--- src/rtl/mcu_spi_if.sv ---
// SPI mode-0 target front end: oversamples the MCU's SPI lines in the core clock
// domain, deserialises MOSI into byte strobes and serialises the reply byte on MISO.
`timescale 1ns/1ps
module mcu_spi_if #(
   parameter int SYNC_STAGES = 2
) (
   input  logic       clk,
   input  logic       reset_n,
   input  logic       spi_io_ss,
   input  logic       spi_io_clk,
   input  logic       spi_io_din,
   output logic       spi_io_dout,
   output logic       spi_io_dout_oe,
   output logic [7:0] rx_data,
   output logic       rx_strobe,
   output logic       rx_start,
   input  logic [7:0] tx_data,
   output logic       active,
   output logic       frame_abort
);

   typedef enum logic {
      ST_IDLE  = 1'b0,
      ST_SHIFT = 1'b1
   } state_t;

   logic [SYNC_STAGES-1:0] r_ss_sync;
   logic [SYNC_STAGES-1:0] r_sck_sync;
   logic [SYNC_STAGES-1:0] r_din_sync;
   logic [SYNC_STAGES-1:0] r_vld;
   logic                   r_sck_p;
   logic                   r_ss_p;

   state_t     r_state;
   logic [2:0] r_bit_cnt;
   logic       r_first;
   logic [7:0] r_rx_shift;
   logic [7:0] r_tx_shift;

   logic w_ss_s;
   logic w_sck_s;
   logic w_din_s;
   logic w_rise;
   logic w_fall;
   logic w_ss_fall;

   assign w_ss_s  = r_ss_sync[SYNC_STAGES-1];
   assign w_sck_s = r_sck_sync[SYNC_STAGES-1];
   assign w_din_s = r_din_sync[SYNC_STAGES-1];

   assign w_rise    = w_sck_s & ~r_sck_p;
   assign w_fall    = ~w_sck_s & r_sck_p;
   assign w_ss_fall = ~w_ss_s & r_ss_p;

   // Synchronisers and edge history. r_vld marks when ss_s carries a real sample,
   // so a select already low at reset release is not mistaken for a falling edge.
   always_ff @(posedge clk or negedge reset_n) begin
      if (!reset_n) begin
         r_ss_sync  <= {SYNC_STAGES{1'b1}};
         r_sck_sync <= {SYNC_STAGES{1'b0}};
         r_din_sync <= {SYNC_STAGES{1'b0}};
         r_vld      <= {SYNC_STAGES{1'b0}};
         r_sck_p    <= 1'b0;
         r_ss_p     <= 1'b0;
      end else begin
         r_ss_sync  <= {r_ss_sync[SYNC_STAGES-2:0], spi_io_ss};
         r_sck_sync <= {r_sck_sync[SYNC_STAGES-2:0], spi_io_clk};
         r_din_sync <= {r_din_sync[SYNC_STAGES-2:0], spi_io_din};
         r_vld      <= {r_vld[SYNC_STAGES-2:0], 1'b1};
         r_sck_p    <= w_sck_s;
         r_ss_p     <= r_vld[SYNC_STAGES-1] ? w_ss_s : 1'b0;
      end
   end

   // Frame state machine with shift registers and registered strobes.
   always_ff @(posedge clk or negedge reset_n) begin
      if (!reset_n) begin
         r_state     <= ST_IDLE;
         r_bit_cnt   <= 3'd0;
         r_first     <= 1'b0;
         r_rx_shift  <= 8'h00;
         r_tx_shift  <= 8'h00;
         rx_data     <= 8'h00;
         rx_strobe   <= 1'b0;
         rx_start    <= 1'b0;
         frame_abort <= 1'b0;
      end else begin
         rx_strobe   <= 1'b0;
         rx_start    <= 1'b0;
         frame_abort <= 1'b0;
         case (r_state)
            ST_IDLE: begin
               if (w_ss_fall) begin
                  r_state    <= ST_SHIFT;
                  r_bit_cnt  <= 3'd0;
                  r_first    <= 1'b1;
                  r_tx_shift <= 8'h00;
               end
            end
            ST_SHIFT: begin
               // A deasserted select overrides any SPI clock edge in the same cycle.
               if (w_ss_s) begin
                  r_state     <= ST_IDLE;
                  frame_abort <= (r_bit_cnt != 3'd0);
                  r_bit_cnt   <= 3'd0;
                  r_first     <= 1'b0;
                  r_tx_shift  <= 8'h00;
               end else if (w_rise) begin
                  r_rx_shift <= {r_rx_shift[6:0], w_din_s};
                  r_bit_cnt  <= r_bit_cnt + 3'd1;
                  if (r_bit_cnt == 3'd7) begin
                     rx_data   <= {r_rx_shift[6:0], w_din_s};
                     rx_strobe <= 1'b1;
                     rx_start  <= r_first;
                     r_first   <= 1'b0;
                  end
               end else if (w_fall) begin
                  if (r_bit_cnt != 3'd0) begin
                     r_tx_shift <= {r_tx_shift[6:0], 1'b0};
                  end else if (!r_first) begin
                     r_tx_shift <= tx_data;
                  end
               end
            end
            default: begin
               r_state <= ST_IDLE;
            end
         endcase
      end
   end

   // tx_shift is cleared whenever the frame is idle, so its MSB is the MISO line.
   assign spi_io_dout    = r_tx_shift[7];
   assign active         = (r_state == ST_SHIFT);
   assign spi_io_dout_oe = (r_state == ST_SHIFT);

endmodule

--- config.mk ---
export PLATFORM = sky130hd
export DESIGN_NAME = mcu_spi_if
export DESIGN_NICKNAME = d
export VERILOG_FILES = /design/src/rtl/mcu_spi_if.sv
export SDC_FILE = /design/constraint.sdc
export NUM_CORES = 1
export LEC_CHECK = 0
export ABC_AREA = 0
export CAP_MARGIN = 5
export CORE_MARGIN = 2
export CORE_UTILIZATION = 30
export DETAILED_ROUTE_END_ITERATION = 10
export HOLD_SLACK_MARGIN = 0.12
export PLACE_DENSITY_LB_ADDON = 0.05
export SLEW_MARGIN = 20
export SYNTH_ARGS = -nofsm -noshare
export SYNTH_HDL_FRONTEND = slang
export SYNTH_SLANG_ARGS = --single-unit
--- constraint.sdc ---
create_clock -name clk -period 3.25 [get_ports clk]
set_input_delay 0.8125 -clock clk [delete_from_list [all_inputs] [get_ports clk]]
set_output_delay 0.8125 -clock clk [all_outputs]
set_load 0.05 [all_outputs]
==> impl_metrics.json <==
{
  "period_share_pct": 76.5,
  "avgSynthCellArea_um2": 14.2,
  "synth_edf_count": 0,
  "std_cell_rows": 27,
  "ant_nets": 0,
  "routed_wl_mm": 2.79,
  "netSwitchingFraction_pct": 23.6,
  "clk_pin_slew_ns": 0.07,
  "syn_nets": 135,
  "async_flop_share_pct": 100,
  "fillers": 542,
  "die_area_um2": 6230,
  "ys_warn_count": 0,
  "ys_types": 30,
  "p_int_mw": 0.729,
  "end_kind": "output port",
  "whs_ns": 0.357,
  "netlist_area_um2": 1690,
  "timing.rr.end": "r_tx_shift[6]",
  "portBuffers": 26,
  "num_vias": 999,
  "r2r-start": "r_bit_cnt[0]",
  "drv_slew": 0,
  "critical_path.cell_chain": "clkdlybuf4s50_1",
  "synth_flop_cell": "dfrtp_1",
  "initial_core_util_pct": 30.8,
  "fin_nets": 162,
  "fin_util_pct": 37.8,
  "vias_per_cell": 4.56,
  "place_hpwl_mm": 1.90,
  "endpoint": "spi_io_dout_oe",
  "crit_arrival_ns": 1.67,
  "cts.path.max_buffers": 2,
  "power.density_nw_per_um2": 461,
  "slowest_delay_ns": 0.87,
  "clock_sinks": 41,
  "crit_type": "flop to output port",
  "ctsHoldBuffers": 0,
  "fp.dieH_um": 79.0,
  "fmax_ghz": 0.402,
  "layout.cells.non_filler": 219,
  "holdCritPathClass": "flop to flop",
  "fin_setup_tns_ns": 0,
  "syn_to_final_growth_pct": 22.8,
  "yosysMostFrequentCell": "dfrtp_1",
  "setup_viol": 0,
  "grt_pass1_wl_mm": 4.75,
  "cts_setup_buffers": 0,
  "worst-r2r-setup-slack_ns": 1.33,
  "htree_levels": 2,
  "gp_congestion": 0.693,
  "hold_viol_final": 0,
  "slew-limit-headroom_pct": 35.3,
  "startpoint": "active",
  "max_cap_violations": 0,
  "p_sw_mw": 0.225,
  "first_global_vias": 981,
  "clockRootBuffer": "clkbuf_8",
  "skew_ns": 0.00748,
  "diodes": 0,
  "tightest_slew_ns": 0.969,
  "core-area_um2": 5470,
  "required_ns": 2.44,
  "power.total_mw": 0.954,
  "cp_num_buf_inv": 1,
  "synth_top_area_cell": "dfrtp_1",
  "wl_per_cell_um": 12.7,
  "cp-start-kind": "flop",
  "drt_iter0_markers": 34,
  "yosysSeqAreaShare_pct": 61.0,
  "antenna_found_initial": 0,
  "ir_drop_mv": 0.205,
  "cts_resized": 0,
  "fin_crit_ns": 2.49,
  "rr_worst_depth": 5,
  "ioPinCount": 27,
  "clk_latency_ns": 0.29,
  "grt_use_total_pct": 10.1,
  "crit_family": "buffers and inverters",
  "drive_gt1_share_pct": 18.4,
  "power_frac_clock_pct": 32.7,
  "power_frac_comb_pct": 9.3,
  "grt-ovfl-total": 0,
  "drc": 0,
  "run_status": "finished clean",
  "die_w_um": 79.0,
  "yosys.area.top_type_share_pct": 57.9,
  "crit_slowest_cell": "clkdlybuf4s50_1",
  "cts_tree": "done",
  "grt_max_degree": 42,
  "pwr-share-seq_pct": 58.1,
  "synth_common_cells": "39 x dfrtp_1, 8 x mux2_2, 8 x mux2_4, 8 x mux2i_1, 8 x nand3_1",
  "synth.ff_latch_count": 41,
  "worstPathMaxFanout": 11,
  "synth_cells": 119,
  "synthTopCellsByArea": "dfrtp_1 58%, mux2_4 7.1%, mux2_2 5.3%",
  "dr.pass1.iters": 4,
  "rsz0062_at_grt": "false",
  "crit_cells": 1,
  "dp.cells": 211,
  "p_leak_nw": 1.01,
  "numCtsBuffers": 5
}
[per-stage QoR]
stage	cell area [um^2]	setup slack (ns)
after floorplan	1690	1.52
after global placement	1990	1.08
after detailed placement	1990	1.06
after CTS	2070	0.741
after global routing	2070	0.681
final	2070	0.765
[cells by family after synthesis]
| logic type | Yosys count | synth area share, % |
|---|---|---|
| AOI/OAI and AO/OA | 12 | 5.27 |
| adders and majority gates | 3 | 2.23 |
| buffers and inverters | 9 | 3.19 |
| DFF | 41 | 61.0 |
| muxes | 24 | 17.2 |
| other | 1 | 0.223 |
| and+or+nand+nor | 29 | 10.8 |
[layout make-up]
type | count | area [um^2] | share of cell area [%]
Timing Repair Buffer | 26 | 255 | 12.3
Inverter | 3 | 11.3 | 0.544
Clock buffer | 7 | 76.3 | 3.69
Clock inverter | 1 | 5.00 | 0.242
Tap cell | 72 | 90.1 | 4.35
Multi-Input combinational cell | 69 | 603 | 29.1
Sequential cell | 41 | 1030 | 49.7
[how the worst min path moves through the flow]
stage / from / endpoint / cells past startpoint
2_1_floorplan: r_din_sync[0] / r_din_sync[1] / 0
3_3_place_gp: r_vld[0] / r_vld[1] / 0
3_5_place_dp: r_din_sync[0] / r_din_sync[1] / 0
4_1_cts: r_ss_sync[0] / r_ss_sync[1] / 0
5_1_grt: r_ss_sync[0] / r_ss_sync[1] / 0
6_report: r_din_sync[0] / r_din_sync[1] / 0
[per-layer routing]
layer	vias to the layer above	GRT usage (%)	wire, um
met4	0	4.66	55
met3	5	3.98	172
li1	474	-	-
met5	-	0	0
met1	490	13.2	1320
met2	30	14.6	1240
[layout by cell type (no fill, tap or decap)]
| cell type | n |
|---|---|
| a22o_1 | 2 |
| a311o_1 | 1 |
| and2_1 | 1 |
| and2b_1 | 1 |
| and3_1 | 2 |
| and4_1 | 1 |
| and4bb_4 | 1 |
| buf_2 | 1 |
| clkbuf_1 | 2 |
| clkbuf_8 | 5 |
| clkdlybuf4s50_1 | 25 |
| clkinv_2 | 1 |
| conb_1 | 1 |
| dfrtp_1 | 39 |
| dfstp_2 | 2 |
| ha_1 | 3 |
| inv_1 | 3 |
| mux2_2 | 8 |
| mux2_4 | 8 |
| mux2i_1 | 8 |
| nand2_1 | 2 |
| nand2_4 | 1 |
| nand2b_1 | 1 |
| nand3_1 | 8 |
| nand3b_1 | 1 |
| nor2_1 | 3 |
| nor2b_1 | 5 |
| nor3b_1 | 1 |
| o22ai_1 | 7 |
| o2bb2ai_1 | 2 |
| or3b_1 | 1 |
[sequential cells by signal, summed over array words and instances (netlist names)]
name,count
r_tx_shift,8
rx_data,8
r_rx_shift,7
r_bit_cnt,3
r_din_sync,2
r_sck_sync,2
r_ss_sync,2
r_vld,2
active,1
frame_abort,1
r_first,1
r_sck_p,1
r_ss_p,1
rx_start,1
rx_strobe,1
[power groups by stage]
stage | sequential, mW | combinational [mW] | clock, mW
after floorplan | 0.563 | 0.0531 | 0
after global placement | 0.563 | 0.0893 | 0
final | 0.554 | 0.0883 | 0.312
after detailed placement | 0.564 | 0.0903 | 0
after global routing | 0.558 | 0.0976 | 0.353
after CTS | 0.554 | 0.0905 | 0.330
Power figures use the tool's default switching activity.
==> patch (same settings) <==
Reset style: synchronous (`reset_n`), changed in 2 clocked blocks.
--- a/src/rtl/mcu_spi_if.sv
+++ b/src/rtl/mcu_spi_if.sv
@@ -56,3 +56,3 @@
    // so a select already low at reset release is not mistaken for a falling edge.
-   always_ff @(posedge clk or negedge reset_n) begin
+   always_ff @(posedge clk) begin
       if (!reset_n) begin
@@ -75,3 +75,3 @@
    // Frame state machine with shift registers and registered strobes.
-   always_ff @(posedge clk or negedge reset_n) begin
+   always_ff @(posedge clk) begin
       if (!reset_n) begin
Behaviour: differs if reset_n is asserted again (counterexample within 10 cycles, from zero or initial values and one cycle with reset_n low); with reset_n held inactive, the same outputs for 10 cycles.
==> patch against the original RTL <==
Synthesized area is 4.0% lower; design area is 3.5% lower; sequential cell count unchanged; die area fell by 3.8%; register-to-register slack better by 0.04 ns; first-iteration DRC count increased by 35%; critical path depth unchanged; worst setup slack worse by 0.076 ns; sequential share of layout area down 8.6 points; highest routed layer unchanged; routed wire length is 8.3% higher.
Power is not compared: it rests on default switching activity, and its combinational part moved more than twofold at a synthesized area within 25%.
==> patch: results (changes against the original RTL) <==
[yosys]
yosysUniqueCellTypes=33  ; +10%
synth_compound_area_share_pct=12.2  ; +6.9 points
ys_seq_area_share_pct=50.7  ; -10 points
synthMuxAreaShare_pct=9.28  ; -7.9 points
synthAdderAreaFrac_pct=2.32  ; +0.093 points

[placement]
post-place-ws_ns=1.01  ; -0.0543 ns
place_area_sq_mm=0.00191  ; -3.9%

[grt]
track_usage_pct=11.0  ; +0.97 points
grt_max_degree=28  ; -33%
grt_pass1_wl_um=5090  ; +7.1%

[drt]
wirelength_um=3020  ; +8.3%
viasPerCell=4.53  ; -0.69%
drt-pass1-iter-count=3  ; -1

[run_status]
status=completed

[setup_path]
worstSetupStartpoint=active$_SDFF_PN0_
r2r-end=r_tx_shift[6]$_SDFFE_PN0P_
cpPeakStageDelay_ns=0.89  ; +0.02 ns
r2r_start=r_bit_cnt[0]$_SDFFE_PN0P_
regToRegSetupSlack_ns=1.37  ; +0.04 ns

[layout]
fillers=548  ; +1.1%
fin_cells=247  ; +13%
drive_above_1_share_pct=9.04  ; -9.3 points

[hold_path]
min_to=r_ss_sync[1]$_SDFF_PN1_
hp-start=r_ss_sync[0]$_SDFF_PN1_
min_path_cells=1  ; +1

[timing]
whs_ns=0.412  ; +0.0558 ns

[patch: cell types whose count changed in the layout (fill, tap and decap cells not counted), moves of 6 or more]
cell      unedited run  this run
dfxtp_1              0        41
dfrtp_1             39         0
nand2_1              2        16
a21boi_0             0         8
mux2_2               8         0
mux2_4               8         0
and2_1               1         8
mux2i_1              8        15
o22ai_1              7         0
o31ai_1              0         7
nor2b_1              5        11
[patch: how the worst max path moves through the flow]
stage                                 to  slack (ns)  cells after the start
after floorplan           spi_io_dout_oe        1.34                      1
after detailed placement  spi_io_dout_oe        1.01                      1
after CTS                 spi_io_dout_oe        0.66                      1
final                     spi_io_dout_oe        0.69                      1
after global placement    spi_io_dout_oe        1.02                      1
after global routing              active        0.60                      1
[patch: final cells by class]
class | count | area, sq um | share of cell area (%)
Inverter | 2 | 7.51 | 0.376
Sequential cell | 41 | 821 | 41.1
Tap cell | 70 | 87.6 | 4.39
Clock buffer | 7 | 86.3 | 4.32
Timing Repair Buffer | 28 | 275 | 13.8
Multi-Input combinational cell | 99 | 719 | 36.0
[patch: logic make-up after synthesis]
group | after synthesis
buffers and inverters | 11
adder cells (fa/ha/maj) | 3
multiplexers | 15
AND/OR/NAND/NOR | 58
AO/OA/AOI/OAI | 23
flip-flops | 41
[patch: power by group]
part / internal (mW) / leakage, nW / switching (mW)
registers: 0.508 / 0.332 / 0.00352
clock network: 0.168 / 0.0443 / 0.158
logic: 0.0234 / 0.349 / 0.0147
total: 0.700 / 0.725 / 0.176
[patch: routing by layer]
metal / GRT usage (%) / wire length (um)
met1: 12.9 / 1350
met2: 18.3 / 1470
met3: 3.95 / 147
met4: 4.46 / 48
met5: 0 / 0
